File: src/rtl/dnn_argmax_fix10_if.sv
// Bus between the fix10 argmax stage and its surroundings.
// master: engine/controller side (drives start and the selected score).
// slave : argmax stage (drives score select and the class result).
// margin is present only when ARGMAX_MARGIN_EN is defined.
interface dnn_argmax_fix10_if #(
    parameter int DATA_WIDTH = 10,
    parameter int IDX_WIDTH  = 4
);
    logic                         start;
    logic        [IDX_WIDTH-1:0]  out_idx;
    logic signed [DATA_WIDTH-1:0] out;
    logic                         busy;
    logic                         valid;
    logic        [IDX_WIDTH-1:0]  class_idx;
    logic signed [DATA_WIDTH-1:0] class_val;
`ifdef ARGMAX_MARGIN_EN
    logic        [DATA_WIDTH:0]   margin;

    modport master (
        output start, out,
        input  out_idx, busy, valid, class_idx, class_val, margin
    );

    modport slave (
        input  start, out,
        output out_idx, busy, valid, class_idx, class_val, margin
    );
`else
    modport master (
        output start, out,
        input  out_idx, busy, valid, class_idx, class_val
    );

    modport slave (
        input  start, out,
        output out_idx, busy, valid, class_idx, class_val
    );
`endif
endinterface

File: src/rtl/dnn_argmax_fix10.sv
// Argmax classifier stage for the fix10 sigmoid inference engine.
// On start it walks the engine's score select (one score per cycle),
// keeps the strictly greatest signed score (lowest index wins ties) and
// commits the winning class index and score on entry to DONE.
// Optional feature macro: ARGMAX_MARGIN_EN adds second-best tracking and
// the margin output (best minus second best, unsigned, DATA_WIDTH+1 bits).
module dnn_argmax_fix10 #(
    parameter int DATA_WIDTH  = 10,
    parameter int NUM_CLASSES = 10,
    parameter int IDX_WIDTH   = 4
) (
    input  logic              clk,
    input  logic              rst,
    dnn_argmax_fix10_if.slave bus
);

    typedef enum logic [1:0] {
        IDLE = 2'd0,
        SCAN = 2'd1,
        DONE = 2'd2
    } state_t;

    localparam logic [IDX_WIDTH-1:0] LAST_IDX = IDX_WIDTH'(NUM_CLASSES - 1);
    localparam logic signed [DATA_WIDTH-1:0] MIN_SCORE = {1'b1, {(DATA_WIDTH-1){1'b0}}};

    state_t                       state_q;
    state_t                       state_d;
    logic        [IDX_WIDTH-1:0]  idx_q;
    logic        [IDX_WIDTH-1:0]  idx_d;
    logic                         commit;

    logic signed [DATA_WIDTH-1:0] best_q;
    logic signed [DATA_WIDTH-1:0] best_d;
    logic        [IDX_WIDTH-1:0]  best_idx_q;
    logic        [IDX_WIDTH-1:0]  best_idx_d;
    logic                         take;

    logic        [IDX_WIDTH-1:0]  class_idx_q;
    logic signed [DATA_WIDTH-1:0] class_val_q;

`ifdef ARGMAX_MARGIN_EN
    logic signed [DATA_WIDTH-1:0] second_q;
    logic signed [DATA_WIDTH-1:0] second_d;
    logic        [DATA_WIDTH:0]   margin_q;

    // Difference of two signed scores, sign-extended so it never wraps;
    // callers guarantee hi >= lo, so the result is non-negative.
    function automatic logic [DATA_WIDTH:0] calc_margin(
        input logic signed [DATA_WIDTH-1:0] hi,
        input logic signed [DATA_WIDTH-1:0] lo
    );
        logic signed [DATA_WIDTH:0] diff;
        diff = $signed({hi[DATA_WIDTH-1], hi}) - $signed({lo[DATA_WIDTH-1], lo});
        return $unsigned(diff);
    endfunction
`endif

    // Index 0 loads unconditionally; later scores must be strictly greater.
    assign take = (idx_q == '0) || (bus.out > best_q);

    // FSM next state, scan index and handshake outputs.
    always_comb begin
        state_d     = state_q;
        idx_d       = idx_q;
        commit      = 1'b0;
        bus.out_idx = '0;
        bus.busy    = 1'b0;
        bus.valid   = 1'b0;
        unique case (state_q)
            IDLE: begin
                if (bus.start) begin
                    state_d = SCAN;
                    idx_d   = '0;
                end
            end
            SCAN: begin
                bus.out_idx = idx_q;
                bus.busy    = 1'b1;
                if (idx_q == LAST_IDX) begin
                    state_d = DONE;
                    idx_d   = '0;
                    commit  = 1'b1;
                end else begin
                    idx_d = idx_q + 1'b1;
                end
            end
            DONE: begin
                bus.valid = 1'b1;
                if (bus.start) begin
                    state_d = SCAN;
                    idx_d   = '0;
                end
            end
            default: begin
                state_d = IDLE;
                idx_d   = '0;
            end
        endcase
    end

    // Running best (and second best) including the score sampled this cycle.
    always_comb begin
        best_d     = best_q;
        best_idx_d = best_idx_q;
        if (take) begin
            best_d     = bus.out;
            best_idx_d = idx_q;
        end
`ifdef ARGMAX_MARGIN_EN
        second_d = second_q;
        if (idx_q == '0) begin
            second_d = MIN_SCORE;
        end else if (bus.out > best_q) begin
            second_d = best_q;
        end else if (bus.out > second_q) begin
            second_d = bus.out;
        end
`endif
    end

    // Control state and committed result; reset aborts any scan in flight.
    always_ff @(posedge clk or negedge rst) begin
        if (!rst) begin
            state_q     <= IDLE;
            idx_q       <= '0;
            class_idx_q <= '0;
            class_val_q <= '0;
`ifdef ARGMAX_MARGIN_EN
            margin_q    <= '0;
`endif
        end else begin
            state_q <= state_d;
            idx_q   <= idx_d;
            if (commit) begin
                class_idx_q <= best_idx_d;
                class_val_q <= best_d;
`ifdef ARGMAX_MARGIN_EN
                margin_q    <= calc_margin(best_d, second_d);
`endif
            end
        end
    end

    // Scan accumulators; reloaded at index 0 so they need no reset.
    always_ff @(posedge clk) begin
        if (state_q == SCAN) begin
            best_q     <= best_d;
            best_idx_q <= best_idx_d;
`ifdef ARGMAX_MARGIN_EN
            second_q   <= second_d;
`endif
        end
    end

    assign bus.class_idx = class_idx_q;
    assign bus.class_val = class_val_q;
`ifdef ARGMAX_MARGIN_EN
    assign bus.margin    = margin_q;
`endif

endmodule

File: src/flat_wrapper.sv
// flat-port wrapper written by rule: the top's interface ports become plain ports
module dnn_argmax_fix10_flat 
#(
    parameter int DATA_WIDTH  = 10,
    parameter int NUM_CLASSES = 10,
    parameter int IDX_WIDTH   = 4
)
  (clk, rst, bus_start, bus_out, bus_out_idx, bus_busy, bus_valid, bus_class_idx, bus_class_val);
  dnn_argmax_fix10_if #(.DATA_WIDTH(DATA_WIDTH), .IDX_WIDTH(IDX_WIDTH)) bus_i ();
  input  logic clk;
  input  logic rst;
  input wire logic [$bits(bus_i.start)-1:0] bus_start;
  input wire logic [$bits(bus_i.out)-1:0] bus_out;
  output wire logic [$bits(bus_i.out_idx)-1:0] bus_out_idx;
  output wire logic [$bits(bus_i.busy)-1:0] bus_busy;
  output wire logic [$bits(bus_i.valid)-1:0] bus_valid;
  output wire logic [$bits(bus_i.class_idx)-1:0] bus_class_idx;
  output wire logic [$bits(bus_i.class_val)-1:0] bus_class_val;
  assign bus_i.start = bus_start;
  assign bus_i.out = bus_out;
  assign bus_out_idx = bus_i.out_idx;
  assign bus_busy = bus_i.busy;
  assign bus_valid = bus_i.valid;
  assign bus_class_idx = bus_i.class_idx;
  assign bus_class_val = bus_i.class_val;
  dnn_argmax_fix10 #(.DATA_WIDTH(DATA_WIDTH), .NUM_CLASSES(NUM_CLASSES), .IDX_WIDTH(IDX_WIDTH)) u_core (.clk(clk), .rst(rst), .bus(bus_i));
endmodule
File: config.mk
export PLATFORM = sky130hd
export DESIGN_NAME = dnn_argmax_fix10_flat
export DESIGN_NICKNAME = d
export VERILOG_FILES = /design/src/rtl/dnn_argmax_fix10_if.sv /design/src/rtl/dnn_argmax_fix10.sv /design/src/flat_wrapper.sv
export SDC_FILE = /design/constraint.sdc
export NUM_CORES = 1
export LEC_CHECK = 0
export ABC_AREA = 1
export CORE_ASPECT_RATIO = 1.4
export CORE_UTILIZATION = 33
export CTS_BUF_LIST = sky130_fd_sc_hd__clkbuf_4
export DETAILED_ROUTE_END_ITERATION = 6
export SLEW_MARGIN = 5
export SYNTH_ARGS = -nofsm -noshare
export SYNTH_HDL_FRONTEND = slang
export SYNTH_SLANG_ARGS = --single-unit
File: constraint.sdc
create_clock -name clk -period 4.7 [get_ports clk]
set_clock_uncertainty 0.1 [all_clocks]
set_input_delay 0.47 -clock clk [delete_from_list [all_inputs] [get_ports clk]]
set_output_delay 0.47 -clock clk [all_outputs]
set_load 0.05 [all_outputs]
Word level (Yosys, flattened, before mapping)
Index checks and enable logic that the tools add are counted.
- mux-type cells: 13
- div/mod/pow operators: 0
- add/subtract/negate cells: 1
- equality and inequality tests: 5
- bitwise operators: 0
- shifts and indexed selects: 0
- multiply operators: 0
- $lt $le $gt $ge: 1
- reductions and logical operators: 5
- operator list (cell ; number):
    $mux W4 ; 4
    $gt A10 B10 Y1 ; 1
    $mux W10 ; 1
    $pmux W4 S2 ; 1
    $add A4 B1 Y4 const B ; 1
    $eq A4 B4 Y1 const B ; 1
    $logic_not A4 Y1 ; 1
    $mux W1 ; 4
    $mux W2 ; 2
    $ne A2 B1 Y1 const B ; 2
    $pmux W2 S2 ; 1
    $eq A2 B1 Y1 const B ; 1
    $eq A2 B2 Y1 const B ; 1
    $logic_not A2 Y1 ; 1
    $reduce_and A2 Y1 ; 1
    $reduce_or A2 Y1 ; 1
    $logic_or A1 B1 Y1 ; 1
- register bits after elaboration: 34
- latch bits: 0
- output and inout bits: 20
- memories: 0
- memory bits (writable): 0
- memory bits (read-only): 0
- input bits: 13
- logic and storage cells: 31

Longest topological paths before layout
Gate-level depths: netlist (run 1).
- word-level depth: 4
- mapped depth: 15
- gate-level depth less buffers: 14

Worst setup path after synthesis (run 1)
Ideal clock, no wire load.
- path kind: register to output
- from: register u_core.state_q[0]
- to: output bus_out_idx[0]
- cell stages (with the launch flop): 5
- slack: 1358 ps
- buffers on the path: 0
- arrival time: 2772 ps
- cells stage by stage: dfrtp_1 inv_1 nor2_1 inv_1 nor2_1
- longest elaborated chain between the ends: 2
- ends and longest elaborated chain (element ; line ; RTL):
    start: declaration ; dnn_argmax_fix10.sv:26 ; state_t state_q;
    start signal: assignment ; dnn_argmax_fix10.sv:132 ; state_q <= state_d;
    $eq A2 B1 Y1 ; dnn_argmax_fix10.sv:69 ; unique case (state_q)
    $mux W4 ; dnn_argmax_fix10.sv:69 ;
    end: declaration ; flat_wrapper.sv:14 ; output wire logic [$bits(bus_i.out_idx)-1:0] bus_out_idx;
Every way passes these cells.

Worst setup path in the final report (run 1)
Ends and elaborated chain as after synthesis.

==> impl_summary.txt, run 1 <==
----------------------------------------------------
[Timing]
  Setup TNS ... 0 ns
  Final-report hold violation count ... 0
  Final period demand of the worst path ... approximately 3.4 ns
  Worst-Margin Slew ... 1.00 ns
  Crit share post-route ... approximately 72%
  Remaining max-slew budget at the tightest pin ... 32.9%
  RSZ-0062 raised after global routing ... no
  Count of final setup violators ... 0
  Fmax ... 0.297 GHz
  Number of pins with negative max-slew slack in the final report ... 0

[Floorplanning]
  Area of the core ... 5570 µm²
  I/O pin total ... 33
  Die area ... 6110 µm²
  Site row count ... 32
  Floorplan die width ... 66.4 µm
  Effective utilization at floorplan ... 34.4%
  Die Span Y ... 92.1 µm

[Setup path]
  Top fanout value on the critical path ... 12
  Crit path buf inv count ... 3
  Slowest cell on the critical path ... sky130_fd_sc_hd__clkdlybuf4s50_1
  Crit path cell chain ... inv_1, nor2_1, inv_1, nor2_1, clkdlybuf4s50_1
  Category of the worst setup path launch point ... register
  Largest stage delay on the critical path ... slightly above 0.8 ns
  WP data required ... between 4 and 5 ns
  Crit-path leading delay family ... buffers and inverters
  Crit path DAT ... 2.79 ns
  Setup crit end kind ... output port
  Worst setup path category ... register to output port

[Routing]
  Detailed Route WL ... 4.16 mm
  Drt first-iter violations ... 56
  Routed WL per cell ... 12.6 µm
  Number of DRC violations after detailed routing ... 0
  Detailed-routing iteration count for the pre-antenna-repair pass ... 4
  Via count ... 1529
  Residual antenna-violating net count after detailed routing ... 0
  Via/cell ratio ... ~4.6

[Synthesis]
  Post-synthesis xor/xnor area fraction ... less than 1%
  Dominant combinational cell family by area after synthesis ... simple AND/OR/NAND/NOR gates
  Register bit total from synthesis ... 34
  Register area share after synthesis ... 48.1%
  Mean cell area of the mapped netlist ... between 8 and 9 µm²
  Mapped Area ... 1910 µm²
  Synthesized-area fraction occupied by ao, oa, aoi and oai cells ... 2.35%
  Synth cell types ... 21
  Gate count of the mapped netlist ... 227
  Count of warnings emitted by yosys ... 0
  Mux share of post-synthesis cell area ... 0%
  Basic-gate share of the synthesized area counting and, or, nand and nor cells ... 30.5%
  Adder and majority cell fraction of the synthesized area ... 8.50%
  Syn nets ... about 250

[Clock network]
  Clock tree from TritonCTS ... yes
  Resized cells post-CTS ... 0
  Deepest clock path buffer count ... 2
  Clock Latency Late Sink ... 0.34 ns
  Clock Tree Root ... sky130_fd_sc_hd__clkbuf_4
  Worst-path clk slew ... 0.11 ns
  Depth of the CTS H-tree ... 2
  TritonCTS Buffers ... 5
  Hold Buf Count CTS ... 0
  Count of buffers added by post-CTS timing repair for setup ... 0
  Sinks on the clock net ... 34

[Global routing]
  Global-route usage over all layers ... about 15%
  Remaining global-route overflow ... 0
  Vias in the first global route ... 1549
  Maximum number of pins on one net before global-route repair ... 21
  Number of antenna violations at the first check in global routing ... 0
  First-pass GRT wire length ... 6.89 mm

[Placed design]
  Final weighted congestion of routability-driven global placement ... 0.799
  Inst Count DP ... 323
  Count of buffers from port buffering ... 32
  DP Wirelength ... ~3 mm

[Run status]
  Result of the run ... finished, final reports clean

[Layout]
  Diode count ... 0
  Area growth from synthesis to layout ... 22.4%
  Fill cell instance count of the final layout ... 558
  Combined flip-flop and latch cell area ... 921 µm²
  Share of post-route cells with drive strength above 1 ... between 5 and 6%
  Fraction of the core area covered by cells at the end of the flow ... 42.1%
  Final-stage net count ... 288
  Number of standard cells in the layout, taps in and fillers out ... 331
  Area taken by multi-input logic gates ... about 810 µm²

[Power and ir drop]
  Ratio of total power to cell area ... 793 nW/µm²
  Final total power ... 1.86 mW
  Worst IR Drop VDD ... 0.470 mV
  Leakage power ... between 1 and 1.5 nW

[Min path]
  Class of the tightest hold or removal check ... register to register

[Job]
  Number of maximum-capacitance constraint violations ... 0

----------------------------------------------------
-- cells in the final DEF (no fill, tap or decap), types with 2 or more instances in the layout --
master                            count
sky130_fd_sc_hd__nand3_1             32
sky130_fd_sc_hd__inv_1               39
sky130_fd_sc_hd__nand4_1              3
sky130_fd_sc_hd__nand2_1             65
sky130_fd_sc_hd__clkdlybuf4s50_1     32
sky130_fd_sc_hd__xor2_1               2
sky130_fd_sc_hd__a21oi_1              2
sky130_fd_sc_hd__o21ai_0              4
sky130_fd_sc_hd__and2_1              12
sky130_fd_sc_hd__nor2_2               2
sky130_fd_sc_hd__clkbuf_4             5
sky130_fd_sc_hd__ha_1                13
sky130_fd_sc_hd__dfrtp_1             20
sky130_fd_sc_hd__nor2_1               8
sky130_fd_sc_hd__edfxtp_1            14
-- synth_stat cells --
cell type | n | area (µm²)
sky130_fd_sc_hd__a21oi_1 | 2 | 10.0
sky130_fd_sc_hd__a21oi_2 | 1 | 8.76
sky130_fd_sc_hd__and2_1 | 12 | 75.1
sky130_fd_sc_hd__buf_2 | 3 | 15.0
sky130_fd_sc_hd__buf_6 | 2 | 22.5
sky130_fd_sc_hd__dfrtp_1 | 20 | 500
sky130_fd_sc_hd__edfxtp_1 | 14 | 420
sky130_fd_sc_hd__ha_1 | 13 | 163
sky130_fd_sc_hd__inv_1 | 39 | 146
sky130_fd_sc_hd__nand2_1 | 65 | 244
sky130_fd_sc_hd__nand2_4 | 1 | 11.3
sky130_fd_sc_hd__nand3_1 | 32 | 160
sky130_fd_sc_hd__nand3_2 | 1 | 10.0
sky130_fd_sc_hd__nand3_4 | 1 | 17.5
sky130_fd_sc_hd__nand4_1 | 3 | 18.8
sky130_fd_sc_hd__nor2_1 | 8 | 30.0
sky130_fd_sc_hd__nor2_2 | 2 | 12.5
sky130_fd_sc_hd__nor3_1 | 1 | 5.00
sky130_fd_sc_hd__o21ai_0 | 4 | 20.0
sky130_fd_sc_hd__o22ai_1 | 1 | 6.26
sky130_fd_sc_hd__xor2_1 | 2 | 17.5
-- final timing paths --
kind                                    startpoint                      end  slack [ns]  depth (start not counted)
hold reg to reg            u_core.bus.class_val[6]  u_core.bus.class_val[6]        0.39                          2
min in group asynchronous                      rst  u_core.bus.class_val[9]        0.55                          1
setup / recovery                 u_core.state_q[0]           bus_out_idx[0]        1.34                          5
max in group asynchronous                      rst  u_core.bus.class_idx[0]        3.36                          1
hold / removal             u_core.bus.class_val[6]  u_core.bus.class_val[6]        0.39                          2
setup reg to reg                 u_core.state_q[0]  u_core.bus.class_val[7]        1.76                          7
-- metrics by stage --
| stage | setup slack, ns | instance area [µm²] | hold WS [ns] |
|---|---|---|---|
| CTS | 1.25 | 2340 | 0.395 |
| global route | 1.15 | 2340 | 0.419 |
| global placement | 1.76 | 2290 | 0.363 |
| finish | 1.34 | 2340 | 0.387 |
| detailed placement | 1.65 | 2290 | 0.368 |
| floorplan | 1.36 | 1910 | 0.0744 |
-- per-layer routing --
layer  track usage, %  part of all wire [%]
met3             3.36                   3.8
met2             26.5                    51
met5                0                     0
met4             5.67                   1.5
met1             17.2                    44
-- layout make-up --
| cell class | count | area share (%) |
|---|---|---|
| timing repair buffer | 33 | 14.0 |
| sequential | 34 | 39.3 |
| tap | 68 | 3.63 |
| multi-input combinational | 149 | 34.5 |
| inverter | 39 | 6.25 |
| clock buffer | 5 | 1.60 |
| clock inverter | 3 | 0.694 |
-- sequential cells by signal, indices dropped and copies added (netlist names) --
name / flops
u_core.best_q: 10
u_core.state_q: 2
u_core.bus.class_idx: 4
u_core.idx_q: 4
u_core.bus.class_val: 10
u_core.best_idx_q: 4
-- worst reg2reg max path: stages (launching register included) --
cell and delay [ns]:
sky130_fd_sc_hd__dfrtp_1 0.39, sky130_fd_sc_hd__inv_1 0.05, sky130_fd_sc_hd__nor2_1 0.75, sky130_fd_sc_hd__inv_1 0.28, sky130_fd_sc_hd__nor2_2 0.60, sky130_fd_sc_hd__inv_1 0.46
sky130_fd_sc_hd__nand2_1 0.16, sky130_fd_sc_hd__nand2_1 0.06
-- cells by family after synthesis --
kind of cell    after synthesis
buf+inv                      44
fa+ha+maj                    13
simple gates                126
xor+xnor                      2
compound gates                8
flops                        34
-- where the power goes --
part	switching [mW]	leakage (nW)	internal (mW)
Clock	0.105	0.0286	0.0556
Combinational	0.760	0.750	0.370
Sequential	0.0669	0.381	0.500
(Power assumes the default switching activity.)
==> run 2: changes to the inputs <==
==> constraint.sdc (replaced) <==
create_clock -name clk -period 2.9 [get_ports clk]
set_clock_uncertainty 0.1 [all_clocks]
set_input_delay 0.29 -clock clk [delete_from_list [all_inputs] [get_ports clk]]
set_output_delay 0.29 -clock clk [all_outputs]
set_load 0.05 [all_outputs]
==> run 2 against run 1 <==
Effect of this change: clock power up 60%; total power up 62%; critical path type unchanged; sequential share of layout area down 0.13 points; first-iteration DRC count down 8.9%; die area unchanged; worst hold slack worse by 0.013 ns; largest power group unchanged; routed wire length down 0.38%.
==> impl_summary.txt, run 2 (same netlist as run 1, synthesis figures left out) <==
----------------------------------------------------
[Placed design]
  DP Wirelength ... 3.11 mm (was 2.98 mm)
  Final weighted congestion of routability-driven global placement ... 0.749 (was 0.799)
  Count of buffers from port buffering ... 32 (unchanged)

[Timing]
  RSZ-0062 raised after global routing ... no (unchanged)
  Setup TNS ... 0 ns (unchanged)
  Fmax ... between 0.4 and 0.5 GHz
  Final period demand of the worst path ... 2.34 ns
  Remaining max-slew budget at the tightest pin ... 37.6% (was 32.9%)
  Final-report hold violation count ... 0 (unchanged)
  Number of pins with negative max-slew slack in the final report ... 0 (unchanged)
  Crit share post-route ... 80.6%
  Count of final setup violators ... 0 (unchanged)
  Worst-Margin Slew ... 0.932 ns (was 1.00 ns)
  Worst Hold Slack ... 0.373 ns (was 0.387 ns)

[Routing]
  Residual antenna-violating net count after detailed routing ... 0 (unchanged)
  Via count ... 1553 (was 1529)
  Drt first-iter violations ... 51 (was 56)
  Number of DRC violations after detailed routing ... 0 (unchanged)
  Via/cell ratio ... 4.66 (was 4.62)
  Detailed Route WL ... 4.14 mm (was 4.16 mm)
  Routed WL per cell ... 12.4 µm (was 12.6 µm)
  Detailed-routing iteration count for the pre-antenna-repair pass ... 4 (unchanged)

[Power and ir drop]
  Worst IR Drop VDD ... 0.700 mV (was 0.470 mV)
  Leakage power ... 1.18 nW (was 1.16 nW)
  Ratio of total power to cell area ... 1280 nW/µm² (was 793 nW/µm²)

[Layout]
  Area growth from synthesis to layout ... 22.8% (was 22.4%)
  Share of post-route cells with drive strength above 1 ... 7.92% (was 5.32%)
  Commonest cells after routing, fill and taps aside ... 65 x sky130_fd_sc_hd__nand2_1, 39 x sky130_fd_sc_hd__inv_1, 32 x sky130_fd_sc_hd__nand3_1 (was 65 x sky130_fd_sc_hd__nand2_1, 39 x sky130_fd_sc_hd__inv_1, 32 x sky130_fd_sc_hd__nand3_1, 32 x sky130_fd_sc_hd__clkdlybuf4s50_1, 20 x sky130_fd_sc_hd__dfrtp_1)
  Final-stage net count ... 290 (was 288)
  Most common library cell in the layout ignoring fill and taps ... sky130_fd_sc_hd__nand2_1 (unchanged)
  Fraction of the core area covered by cells at the end of the flow ... 42.2% (was 42.1%)
  Diode count ... 0 (unchanged)

[Clock network]
  Worst-path clk slew ... 0.10 ns (was 0.11 ns)
  Resized cells post-CTS ... 0 (unchanged)
  TritonCTS Buffers ... 5 (unchanged)
  Deepest clock path buffer count ... 2 (unchanged)
  Sinks on the clock net ... 34 (unchanged)
  Clock Latency Late Sink ... 0.33 ns (was 0.34 ns)
  Depth of the CTS H-tree ... 2 (unchanged)
  Count of buffers added by post-CTS timing repair for setup ... 0 (unchanged)
  Clock tree from TritonCTS ... yes (unchanged)
  Clock Tree Root ... sky130_fd_sc_hd__clkbuf_4 (unchanged)
  Hold Buf Count CTS ... 0 (unchanged)

[Job]
  Number of maximum-capacitance constraint violations ... 0 (unchanged)

[Setup path]
  WP data required ... 2.51 ns (was 4.13 ns)
  Setup crit end kind ... output port (unchanged)
  Crit path DAT ... 1.95 ns (was 2.79 ns)
  Worst setup path category ... register to output port (unchanged)
  Top fanout value on the critical path ... 6 (was 12)
  Category of the worst setup path launch point ... register (unchanged)
  Length in cells of the worst reg-to-reg path ... 11 (was 7)

[Floorplanning]
  Die Span Y ... 92.1 µm (unchanged)
  Site row count ... 32 (unchanged)
  Effective utilization at floorplan ... 34.4% (unchanged)
  Floorplan die width ... 66.4 µm (unchanged)
  Area of the core ... 5570 µm² (unchanged)
  I/O pin total ... 33 (unchanged)
  Die area ... 6110 µm² (unchanged)

[Min path]
  Class of the tightest hold or removal check ... primary input to async pin (was register to register)

[Run status]
  Result of the run ... finished, final reports clean (unchanged)

[Global routing]
  Maximum number of pins on one net before global-route repair ... 21 (unchanged)
  Vias in the first global route ... 1473 (was 1549)
  Remaining global-route overflow ... 0 (unchanged)
  First-pass GRT wire length ... 6.92 mm (was 6.89 mm)
  Number of antenna violations at the first check in global routing ... 0 (unchanged)
  Global-route usage over all layers ... 15.3% (was 15.0%)

----------------------------------------------------
## run 2: power breakdown
| part | total, mW | internal (mW) | switching, mW | leakage (nW) |
|---|---|---|---|---|
| registers | 0.925 | 0.809 | 0.116 | 0.381 |
| clock network | 0.256 | 0.100 | 0.156 | 0.0331 |
| logic | 1.82 | 0.603 | 1.22 | 0.767 |
| total | 3.01 | 1.51 | 1.49 | 1.18 |
## run 2: critical path: stages, from the launching register on
cell	delay [ns]
sky130_fd_sc_hd__dfrtp_1	0.40
sky130_fd_sc_hd__inv_1	0.06
sky130_fd_sc_hd__nor2_2	0.28
sky130_fd_sc_hd__clkdlybuf4s50_1	0.88
## run 2: metal layers
layer | track usage, % | up-vias | share of wire [%]
met5 | 0 | - | 0
met3 | 3.73 | 5 | 4.5
li1 | - | 791 | -
met4 | 6.38 | 0 | 1.7
met2 | 24.6 | 31 | 50
met1 | 19.3 | 726 | 44
## run 2: through the flow
stage | cells | worst slack, ns | power, mW | instance area (µm²)
final | 333 | 0.563 | 3.01 | 2350
after global routing | 333 | 0.454 | 3.24 | 2350
after floorplan | 227 | 0.325 | 2.30 | 1920
after global placement | 325 | 0.323 | 2.73 | 2300
after CTS | 333 | 0.526 | 3.04 | 2350
after detailed placement | 325 | 0.246 | 2.77 | 2300
## run 2: final cells by class
cell class	count	area, µm²
Sequential cell	34	921
Fill cell	567	3210
Clock inverter	2	8.76
Clock buffer	6	45.0
Multi-Input combinational cell	149	812
Tap cell	68	85.1
Inverter	39	146
Timing Repair Buffer	35	333
## run 2: final timing paths
kind                                         start                 endpoint  slack, ns
max                              u_core.state_q[0]                 bus_busy       0.56
min                                            rst  u_core.bus.class_val[6]       0.37
min reg2reg                u_core.bus.class_val[9]  u_core.bus.class_val[9]       0.39
max in group asynchronous                      rst          u_core.idx_q[2]       1.76
min in group clk           u_core.bus.class_val[9]  u_core.bus.class_val[9]       0.39
max reg2reg                       u_core.best_q[9]         u_core.best_q[0]       0.65
==> run 3: changes to the inputs <==
==> constraint.sdc (replaced) <==
create_clock -name clk -period 2 [get_ports clk]
set_clock_uncertainty 0.1 [all_clocks]
set_input_delay 0.2 -clock clk [delete_from_list [all_inputs] [get_ports clk]]
set_output_delay 0.2 -clock clk [all_outputs]
set_load 0.05 [all_outputs]
==> run 3 against run 2 <==
Effect of this change: the run now ends with negative setup slack left; cell count up 14%; cell area up 36%; routed wire length up 28%; die area unchanged; critical path depth up 10; global-route usage up 2.6 points; clock-buffer cell count unchanged; worst hold slack worse by 0.30 ns; via count up 18%.
==> impl_summary.txt, run 3 (same netlist as run 1, synthesis figures left out) <==
----------------------------------------------------
[Global routing]
  Remaining global-route overflow ... 0 (unchanged)
  Global-route usage over all layers ... 17.9% (was 15.3%)
  Maximum number of pins on one net before global-route repair ... 21 (unchanged)
  Vias in the first global route ... 1767 (was 1473)
  Number of antenna violations at the first check in global routing ... 0 (unchanged)
  First-pass GRT wire length ... 8.17 mm (was 6.92 mm)

[Routing]
  Via/cell ratio ... 4.81 (was 4.66)
  Residual antenna-violating net count after detailed routing ... 0 (unchanged)
  Number of DRC violations after detailed routing ... 0 (unchanged)
  Drt first-iter violations ... 50 (was 51)
  Detailed-routing iteration count for the pre-antenna-repair pass ... 4 (unchanged)
  Detailed Route WL ... 5.31 mm (was 4.14 mm)
  Routed WL per cell ... 14.0 µm (was 12.4 µm)
  Via count ... 1827 (was 1553)

[Layout]
  Diode count ... 0 (unchanged)
  Share of post-route cells with drive strength above 1 ... 43.3% (was 7.92%)
  Most common library cell in the layout ignoring fill and taps ... sky130_fd_sc_hd__nand2_1 (unchanged)
  Fill cell instance count of the final layout ... 485 (was 567)
  Area growth from synthesis to layout ... 67.6% (was 22.8%)
  Fraction of the core area covered by cells at the end of the flow ... 57.6% (was 42.2%)
  Commonest cells after routing, fill and taps aside ... 46 x sky130_fd_sc_hd__nand2_1, 41 x sky130_fd_sc_hd__buf_4, 31 x sky130_fd_sc_hd__inv_1 (was 65 x sky130_fd_sc_hd__nand2_1, 39 x sky130_fd_sc_hd__inv_1, 32 x sky130_fd_sc_hd__nand3_1)
  Final-stage net count ... 337 (was 290)
  Final Instance Area ... 3210 µm² (was 2350 µm²)

[Setup path]
  Setup crit end kind ... register (was output port)
  Worst setup path category ... register to register (was register to output port)
  Largest stage delay on the critical path ... 0.43 ns (was 0.88 ns)
  WP data required ... 2.02 ns (was 2.51 ns)
  Category of the worst setup path launch point ... register (unchanged)
  Crit path cell chain ... inv_2, ha_4, nand2_4, inv_2, nand2_1, nand2_1, nand2_2, nand3_2, nand2_2, nand3_4, nand2_8, nand2_2, and2_4 (was inv_1, nor2_2, clkdlybuf4s50_1)
  Slowest cell on the critical path ... sky130_fd_sc_hd__edfxtp_1 (was sky130_fd_sc_hd__clkdlybuf4s50_1)
  Top fanout value on the critical path ... 8 (was 6)
  Most frequent cell on the critical path ... sky130_fd_sc_hd__nand2_2
  Crit path DAT ... 2.24 ns (was 1.95 ns)

[Clock network]
  Clock tree from TritonCTS ... yes (unchanged)
  Clock Latency Late Sink ... 0.35 ns (was 0.33 ns)
  Hold Buf Count CTS ... 0 (unchanged)
  Depth of the CTS H-tree ... 2 (unchanged)
  TritonCTS Buffers ... 5 (unchanged)
  Clock Tree Root ... sky130_fd_sc_hd__clkbuf_4 (unchanged)
  Deepest clock path buffer count ... 2 (unchanged)
  Sinks on the clock net ... 34 (unchanged)
  Worst-path clk slew ... 0.12 ns (was 0.10 ns)

[Timing]
  Final-report hold violation count ... 0 (unchanged)
  Count of final setup violators ... 28 (was 0)
  Fmax ... roughly 0.45 GHz
  Number of pins with negative max-slew slack in the final report ... 0 (unchanged)
  Remaining max-slew budget at the tightest pin ... 62.3% (was 37.6%)
  Worst Hold Slack ... 0.0747 ns (was 0.373 ns)
  Crit share post-route ... 111%
  Final period demand of the worst path ... 2.22 ns
  Worst Setup Slack, final ... -0.224 ns (was 0.563 ns)
  RSZ-0062 raised after global routing ... yes (was no)
  Worst-Margin Slew ... 0.565 ns (was 0.932 ns)

[Floorplanning]
  I/O pin total ... 33 (unchanged)
  Area of the core ... 5570 µm² (unchanged)
  Floorplan die width ... 66.4 µm (unchanged)
  Effective utilization at floorplan ... 34.4% (unchanged)
  Die Span Y ... 92.1 µm (unchanged)
  Die area ... 6110 µm² (unchanged)
  Site row count ... 32 (unchanged)

[Placed design]
  Count of buffers from port buffering ... 32 (unchanged)
  Placed cell areas ... 2570 µm² (was 2300 µm²)
  DP Wirelength ... 3.21 mm (was 3.11 mm)
  Final weighted congestion of routability-driven global placement ... 0.762 (was 0.749)
  Post-place setup slack ... -0.438 ns (was 0.246 ns)

[Run status]
  Result of the run ... finished, violations left (was finished, final reports clean)
  Violations in the final reports ... negative setup slack

[Min path]
  Class of the tightest hold or removal check ... primary input to async pin (unchanged)

[Job]
  Number of maximum-capacitance constraint violations ... 0 (unchanged)

----------------------------------------------------
[run 3: changes by cell type in the layout (fill, tap and decap cells not counted), moves of 10 or more]
cell,previous run,this run
sky130_fd_sc_hd__buf_4,7,41
sky130_fd_sc_hd__nand2_1,65,46
sky130_fd_sc_hd__nand2_2,0,10
sky130_fd_sc_hd__nand3_1,32,11
sky130_fd_sc_hd__nand3_2,1,16
[run 3: worst paths after layout]
check	from	endpoint	slack [ns]	cells after the start
worst max-delay path	u_core.best_q[5]	u_core.best_q[2]	-0.22	13
worst min-delay path	rst	u_core.bus.class_val[7]	0.07	2
worst max register to register	u_core.best_q[5]	u_core.best_q[2]	-0.22	13
worst min register to register	u_core.bus.class_val[0]	u_core.bus.class_val[0]	0.38	2
max in group asynchronous	rst	u_core.idx_q[1]	1.50	2
min in group clk	u_core.bus.class_val[0]	u_core.bus.class_val[0]	0.38	2
[run 3: metal layers]
layer	global-route usage [%]	wire length [µm]
met4	8.33	150
met5	0	0
met1	20.6	2060
met2	31.0	2930
met3	3.23	166
[run 3: worst max-delay path: cells and delay by family (launching register included)]
family,cells,cell delay [ns]
simple gates,10,1.10
flops,1,0.43
fa+ha+maj,1,0.22
buf+inv,2,0.14
[run 3: stage by stage]
stage	TNS [ns]	instances
4_1_cts	-1.45	378
6_report	-4.52	380
2_1_floorplan	-0.457	227
5_1_grt	-7.89	380
3_3_place_gp	-9.52	352
3_5_place_dp	-10.47	352
[run 3: cell type report]
class	instances	area [µm²]	area share [%]
clock inverter	2	8.76	0.273
sequential	34	921	28.7
timing repair buffer	81	773	24.1
clock buffer	6	45.0	1.40
multi-input combinational	150	1230	38.3
inverter	39	146	4.56
tap	68	85.1	2.65
[run 3: what timing repair did]
action	CTS	global route
gates cloned	1	0
setup buffers	18	2
resized for setup	40	54
pin swaps	17	29
setup endpoints to repair	26	28
Power of run 3 is not shown: default switching activity piles up to over one toggle a cycle in this logic, so the estimate is an artifact.
